## src/rtl/dmem_responder.sv

```systemverilog
// dmem_responder: multi-cycle data-memory responder for the core datapath.
// A load/store is accepted over a valid/ready request channel, held for
// WAIT_CYCLES wait states, then performed against internal byte-addressed,
// little-endian storage. The result is reported by a one-cycle rsp_valid pulse.
// Supports byte/halfword/word access selected by RV32I funct3, with sign or
// zero extension on loads.
//
// Optional feature macro: DMEM_ERR_EN
//   defined   - misaligned halfword/word accesses and illegal funct3 are
//               rejected (rsp_err = 1, no write, rsp_rdata = 0).
//   undefined - rsp_err is tied to 0, misaligned accesses are aligned down,
//               and illegal funct3 is treated as a word access.
//
// Ports:
//   clk         rising-edge clock
//   reset       asynchronous active-low reset
//   req_valid   request present
//   req_ready   responder idle and able to accept
//   req_we      1 = store, 0 = load
//   req_funct3  RV32I load/store funct3
//   req_addr    byte address
//   req_wdata   store data (low bytes used for SB/SH)
//   rsp_valid   one-cycle response pulse
//   rsp_rdata   extended load data (0 for stores and errors), held until next response
//   rsp_err     request rejected, qualified by rsp_valid
module dmem_responder #(
    parameter int DATA_W      = 32,
    parameter int DM_ADDRESS  = 9,
    parameter int WAIT_CYCLES = 2
) (
    input  logic                  clk,
    input  logic                  reset,
    input  logic                  req_valid,
    output logic                  req_ready,
    input  logic                  req_we,
    input  logic [2:0]            req_funct3,
    input  logic [DM_ADDRESS-1:0] req_addr,
    input  logic [DATA_W-1:0]     req_wdata,
    output logic                  rsp_valid,
    output logic [DATA_W-1:0]     rsp_rdata,
    output logic                  rsp_err
);

    localparam int WORDS = 1 << (DM_ADDRESS - 2);
    localparam logic [3:0] WAIT_INIT = 4'(WAIT_CYCLES);

    typedef enum logic [1:0] {S_IDLE, S_WAIT, S_RESP} state_t;

    state_t                  state;
    logic [3:0]              cnt;
    logic                    cap_we;
    logic [2:0]              cap_f3;
    logic [DM_ADDRESS-1:0]   cap_addr;
    logic [DATA_W-1:0]       cap_wdata;

    logic [DATA_W-1:0]       mem [WORDS];

    logic                    accept;
    logic                    enter_resp;
    logic                    a_we;
    logic [2:0]              a_f3;
    logic [DM_ADDRESS-1:0]   a_addr;
    logic [DATA_W-1:0]       a_wdata;
    logic                    legal;
    logic                    err;
    logic                    uns;
    logic [1:0]              size;
    logic [1:0]              off;
    logic [DM_ADDRESS-3:0]   word_idx;
    logic [DATA_W-1:0]       rword;
    logic [DATA_W-1:0]       shifted;
    logic [DATA_W-1:0]       ldata;
    logic [3:0]              be;
    logic [DATA_W-1:0]       wd;

    assign req_ready = (state == S_IDLE);
    assign accept    = req_valid && (state == S_IDLE);

    // The access happens on the edge that enters RESP. With zero wait states
    // that is the acceptance edge itself, so the live request is used there;
    // otherwise only the captured copy is used.
    assign enter_resp = reset &&
                        ((accept && (WAIT_CYCLES == 0)) ||
                         ((state == S_WAIT) && (cnt == 4'd1)));

    assign a_we    = (state == S_IDLE) ? req_we     : cap_we;
    assign a_f3    = (state == S_IDLE) ? req_funct3 : cap_f3;
    assign a_addr  = (state == S_IDLE) ? req_addr   : cap_addr;
    assign a_wdata = (state == S_IDLE) ? req_wdata  : cap_wdata;

    always_comb begin
        if (a_we) legal = (a_f3 == 3'b000) || (a_f3 == 3'b001) || (a_f3 == 3'b010);
        else      legal = (a_f3 == 3'b000) || (a_f3 == 3'b001) || (a_f3 == 3'b010) ||
                          (a_f3 == 3'b100) || (a_f3 == 3'b101);
        uns  = a_f3[2];
        off  = a_addr[1:0];
        err  = 1'b0;
`ifdef DMEM_ERR_EN
        size = a_f3[1:0];
        if (!legal ||
            ((size == 2'b01) && a_addr[0]) ||
            ((size == 2'b10) && (a_addr[1:0] != 2'b00)))
            err = 1'b1;
`else
        size = legal ? a_f3[1:0] : 2'b10;
        if (!legal) uns = 1'b0;
        if (size == 2'b01) off = {a_addr[1], 1'b0};
        else if (size == 2'b10) off = 2'b00;
`endif
    end

    assign word_idx = a_addr[DM_ADDRESS-1:2];
    assign rword    = mem[word_idx];
    assign shifted  = rword >> {off, 3'b000};

    always_comb begin
        case (size)
            2'b00:   ldata = uns ? {24'h0, shifted[7:0]}
                             : {{24{shifted[7]}}, shifted[7:0]};
            2'b01:   ldata = uns ? {16'h0, shifted[15:0]}
                             : {{16{shifted[15]}}, shifted[15:0]};
            default: ldata = rword;
        endcase
    end

    always_comb begin
        case (size)
            2'b00: begin
                be = 4'b0001 << off;
                wd = {4{a_wdata[7:0]}};
            end
            2'b01: begin
                be = 4'b0011 << off;
                wd = {2{a_wdata[15:0]}};
            end
            default: begin
                be = 4'b1111;
                wd = a_wdata;
            end
        endcase
    end

    // Storage is deliberately not reset.
    always_ff @(posedge clk) begin
        if (enter_resp && a_we && !err) begin
            for (int unsigned i = 0; i < 4; i++) begin
                if (be[i]) mem[word_idx][8*i +: 8] <= wd[8*i +: 8];
            end
        end
    end

    always_ff @(posedge clk or negedge reset) begin
        if (!reset) begin
            state     <= S_IDLE;
            cnt       <= '0;
            cap_we    <= 1'b0;
            cap_f3    <= '0;
            cap_addr  <= '0;
            cap_wdata <= '0;
            rsp_valid <= 1'b0;
            rsp_rdata <= '0;
`ifdef DMEM_ERR_EN
            rsp_err   <= 1'b0;
`endif
        end else begin
            rsp_valid <= 1'b0;
            case (state)
                S_IDLE: begin
                    if (req_valid) begin
                        cap_we    <= req_we;
                        cap_f3    <= req_funct3;
                        cap_addr  <= req_addr;
                        cap_wdata <= req_wdata;
                        cnt       <= WAIT_INIT;
                        if (WAIT_CYCLES == 0) state <= S_RESP;
                        else                  state <= S_WAIT;
                    end
                end
                S_WAIT: begin
                    cnt <= cnt - 4'd1;
                    if (cnt == 4'd1) state <= S_RESP;
                end
                S_RESP:  state <= S_IDLE;
                default: state <= S_IDLE;
            endcase
            if (enter_resp) begin
                rsp_valid <= 1'b1;
                rsp_rdata <= (a_we || err) ? '0 : ldata;
`ifdef DMEM_ERR_EN
                rsp_err   <= err;
`endif
            end
        end
    end

`ifndef DMEM_ERR_EN
    assign rsp_err = 1'b0;
`endif

endmodule
```

## config.mk

```make
export PLATFORM = sky130hd
export DESIGN_NAME = dmem_responder
export DESIGN_NICKNAME = d
export VERILOG_FILES = /design/src/rtl/dmem_responder.sv
export SDC_FILE = /design/constraint.sdc
export NUM_CORES = 2
export LEC_CHECK = 0
export ABC_AREA = 0
export CORE_UTILIZATION = 35
export CTS_CLUSTER_SIZE = 20
export DETAILED_ROUTE_END_ITERATION = 6
export GPL_TIMING_DRIVEN = 1
export PLACE_DENSITY = 0.51
export SYNTH_ARGS = -nofsm -noshare
export SYNTH_HDL_FRONTEND = slang
export SYNTH_SLANG_ARGS = --single-unit
export TNS_END_PERCENT = 30
```

## constraint.sdc

```tcl
create_clock -name clk -period 7.25 [get_ports clk]
set_input_delay 1.45 -clock clk [delete_from_list [all_inputs] [get_ports clk]]
set_output_delay 1.45 -clock clk [all_outputs]
set_load 0.03 [all_outputs]
```

==> reports/results.ini <==
[outcome]
status=complete, but fails checks
violations=design-rule violations, max-capacitance violations, max-slew violations

[routing]
wl_met3_um=62400
via_per_inst=6.01
ant_nets=0
wl_met2_um=277000
drtPass1Iterations=7
drc=13
routed_wl_um=612000
drt_iter0_markers=15200
dr.max_layer_used=met5
num_vias=109000
met1Wirelength_um=245000
wl_per_cell_um=33.9

[worst_setup_path]
worstPathArrival_ns=7.51
r2r-end=rsp_rdata[3]
slowest_delay_ns=1.06
reg2reg_from=state[1]
cp-start-kind=input port
r2r_cells=12
path_max_fanout=66
cp_slowest_cell=clkdlybuf4s50_1
required_ns=8.20
path_class=in -> reg
path_cells=clkdlybuf4s50_1 -> nand2b_1 -> mux2_8 -> buf_12 -> buf_4 -> nor2_1 -> o21a_1 -> a2111oi_0 -> a31oi_1 -> a2111oi_0 -> buf_4 -> and4_1 -> a2111oi_1 -> o21ai_1
crit_family=compound AO/OA/AOI/OAI gates
cp-end-kind=flop
worstSetupEndpoint=rsp_rdata[1]
crit_cells=14
path_buf_inv=4
r2r_setup_slack_ns=0.94
worstSetupStartpoint=req_addr[4]

[floorplan]
io_pins=83
die_w_um=685
die_h_um=685
dieArea_um2=469000
start_util_pct=35.2
num_rows=250
core_um2=464000

[timing]
fin_crit_sh_pct=90.5
slew_headroom_pct=-0.472
setup_violations=0
hold_violations=0
clock.fmax_ghz=0.152
finClkSkew_ns=0.0863
worst_slew_pin_slew_ns=1.50
grt_setup_unrepaired=no
min_period_ns=6.56
slew_viol_final=1
timing.hold.ws_ns=0.419

[synth]
yosysTopAreaCell=edfxtp_1
synth_top_area_share_pct=75.4
syn_nets=11000
synth-seq-cells=4180
netlist_top_cells_area=edfxtp_1, nand2_1, o22ai_1
yosys_most_used_dff=edfxtp_1
ys_types=107
synth_area_um2=163000
synthTopCellsByCount=edfxtp_1, nand2_1, o22ai_1
syn_inst=10900
ys.warnings.count=0
syn_area_per_cell_um2=14.9
ys_async_sr_fraction_pct=2.01
synth-edff-count=4096
synth-seq-area-share_pct=76.6
synth.most_common_cell=edfxtp_1

[clock_network]
clock_latency_ns=1.03
post-cts-setup-buffer-count=0
cts_buffers=428
postCtsHoldBufs=0
cts_resized=0
tritoncts=built
clk_pin_slew_ns=0.07
clockRootBuffer=clkbuf_16
clockBufferDepth=4
clock-sinks=4180
htree_num_levels=5

[global_route]
grt_start_max_net_pins=138
grt_pass1_vias=103000
track_usage_pct=25.3
grt_overflow=0
antenna_found_initial=53
grt_pass1_wl_um=841000

[finish]
drive_gt1_share_pct=14.2
nets=11600
design_area_um2=190000
syn_to_final_growth_pct=16.4
utilization_pct=40.9

[placed_design]
gp_congestion=0.906
port_buffers=81
dpl_cell_area_um2=176000
dp_hpwl_um=386000

[hold_path]
hold_class=in -> async

[power_and_ir_drop]
leakage_uw=0.0606
powerDensity_nw_per_um2=499
peakVddDrop_uv=809

[job]
cap_violations=1

cells in the final DEF (no fill, tap or decap), types with 44 or more instances in the layout:
cell type and n:
clkinv_1 108, clkdlybuf4s50_1 80, clkbuf_16 432, nor2_1 583, o31ai_1 47, and3_1 163
a21oi_1 142, nor3_1 491, edfxtp_1 4096, a32o_1 44, nand3_1 471, diode_2 44
nand2_1 1273, o22a_1 53, o22ai_1 765, a211oi_1 155, nor4_1 47, a32oi_1 100
clkinv_2 97, o21ai_0 401, a31oi_1 227, buf_4 818, clkbuf_1 72, buf_12 103
dfrtp_1 84, mux2i_1 199, o221ai_1 174
area by class of cell:
class | instances | area, um2
fill | 42200 | 274000
clock inverter | 281 | 2650
antenna | 44 | 110
timing repair buffer | 1002 | 9010
inverter | 48 | 213
multi-input combinational | 5855 | 34000
sequential | 4180 | 125000
clock buffer | 506 | 11100
tap | 6174 | 7720
sequential cells by signal, summed over array words and instances (netlist names):
| register | flops |
|---|---|
| rsp_valid | 1 |
| cap_wdata | 32 |
| cap_f3 | 3 |
| cap_we | 1 |
| mem | 4096 |
| cnt | 4 |
| cap_addr | 9 |
| state | 2 |
| rsp_rdata | 32 |
worst min-delay path by stage:
stage,slack [ns],startpoint,cells past startpoint,end
finish,0.42,reset,1,cap_wdata[23]
global route,0.42,reset,1,cap_wdata[23]
CTS,0.37,reset,1,cap_addr[7]
detailed placement,0.46,cap_wdata[8],2,cap_wdata[8]
global placement,0.46,cap_wdata[5],2,cap_wdata[5]
floorplan,0.44,cap_wdata[0],2,cap_wdata[0]
metrics by stage:
step	setup slack (ns)	setup TNS [ns]	std cells	total power (uW)
finish	0.691	0	18100	94700
global route	0.892	0	18100	96700
CTS	0.871	0	18000	94100
detailed placement	-0.202	-0.202	17300	72400
global placement	-0.244	-0.244	17300	71900
floorplan	0.353	0	10900	54300
per-layer routing:
layer / GRT usage (%) / vias up
met5: 0 / -
met4: 10.9 / 6
met3: 5.33 / 1138
met2: 38.7 / 6695
met1: 34.7 / 56300
li1: - / 44500
power by group:
part / switching, uW / internal [uW]
combinational: 29500 / 8840
sequential: 282 / 34200
clock: 9640 / 12300
cells by family (layout without fill, tap and decap cells):
kind of cell / count (synthesis) / in the layout / share of synthesized area (%)
flip-flops: 4180 / 4180 / 76.6
AND/OR/NAND/NOR: 3151 / 3151 / 8.53
AO/OA/AOI/OAI: 2476 / 2476 / 10.4
buffers and inverters: 904 / 1837 / 2.98
multiplexers: 224 / 224 / 1.39
adder cells (fa/ha/maj): 2 / 2 / 0.0153
other: 1 / 45 / 0.00230
XOR/XNOR: 1 / 1 / 0.00537
worst register-to-register path, cell delays in order, from the launching register on:
cell      delay [ns]
dfrtp_1         0.32
buf_4           0.30
or2_4           0.66
clkinv_8        0.42
o21ai_4         0.97
nand2_1         1.15
a31oi_1         0.96
nor4_1          0.22
nand4_1         0.16
buf_4           0.24
nor2_1          0.09
or4_1           0.50
a22o_1          0.21
(Power assumes the default switching activity.)
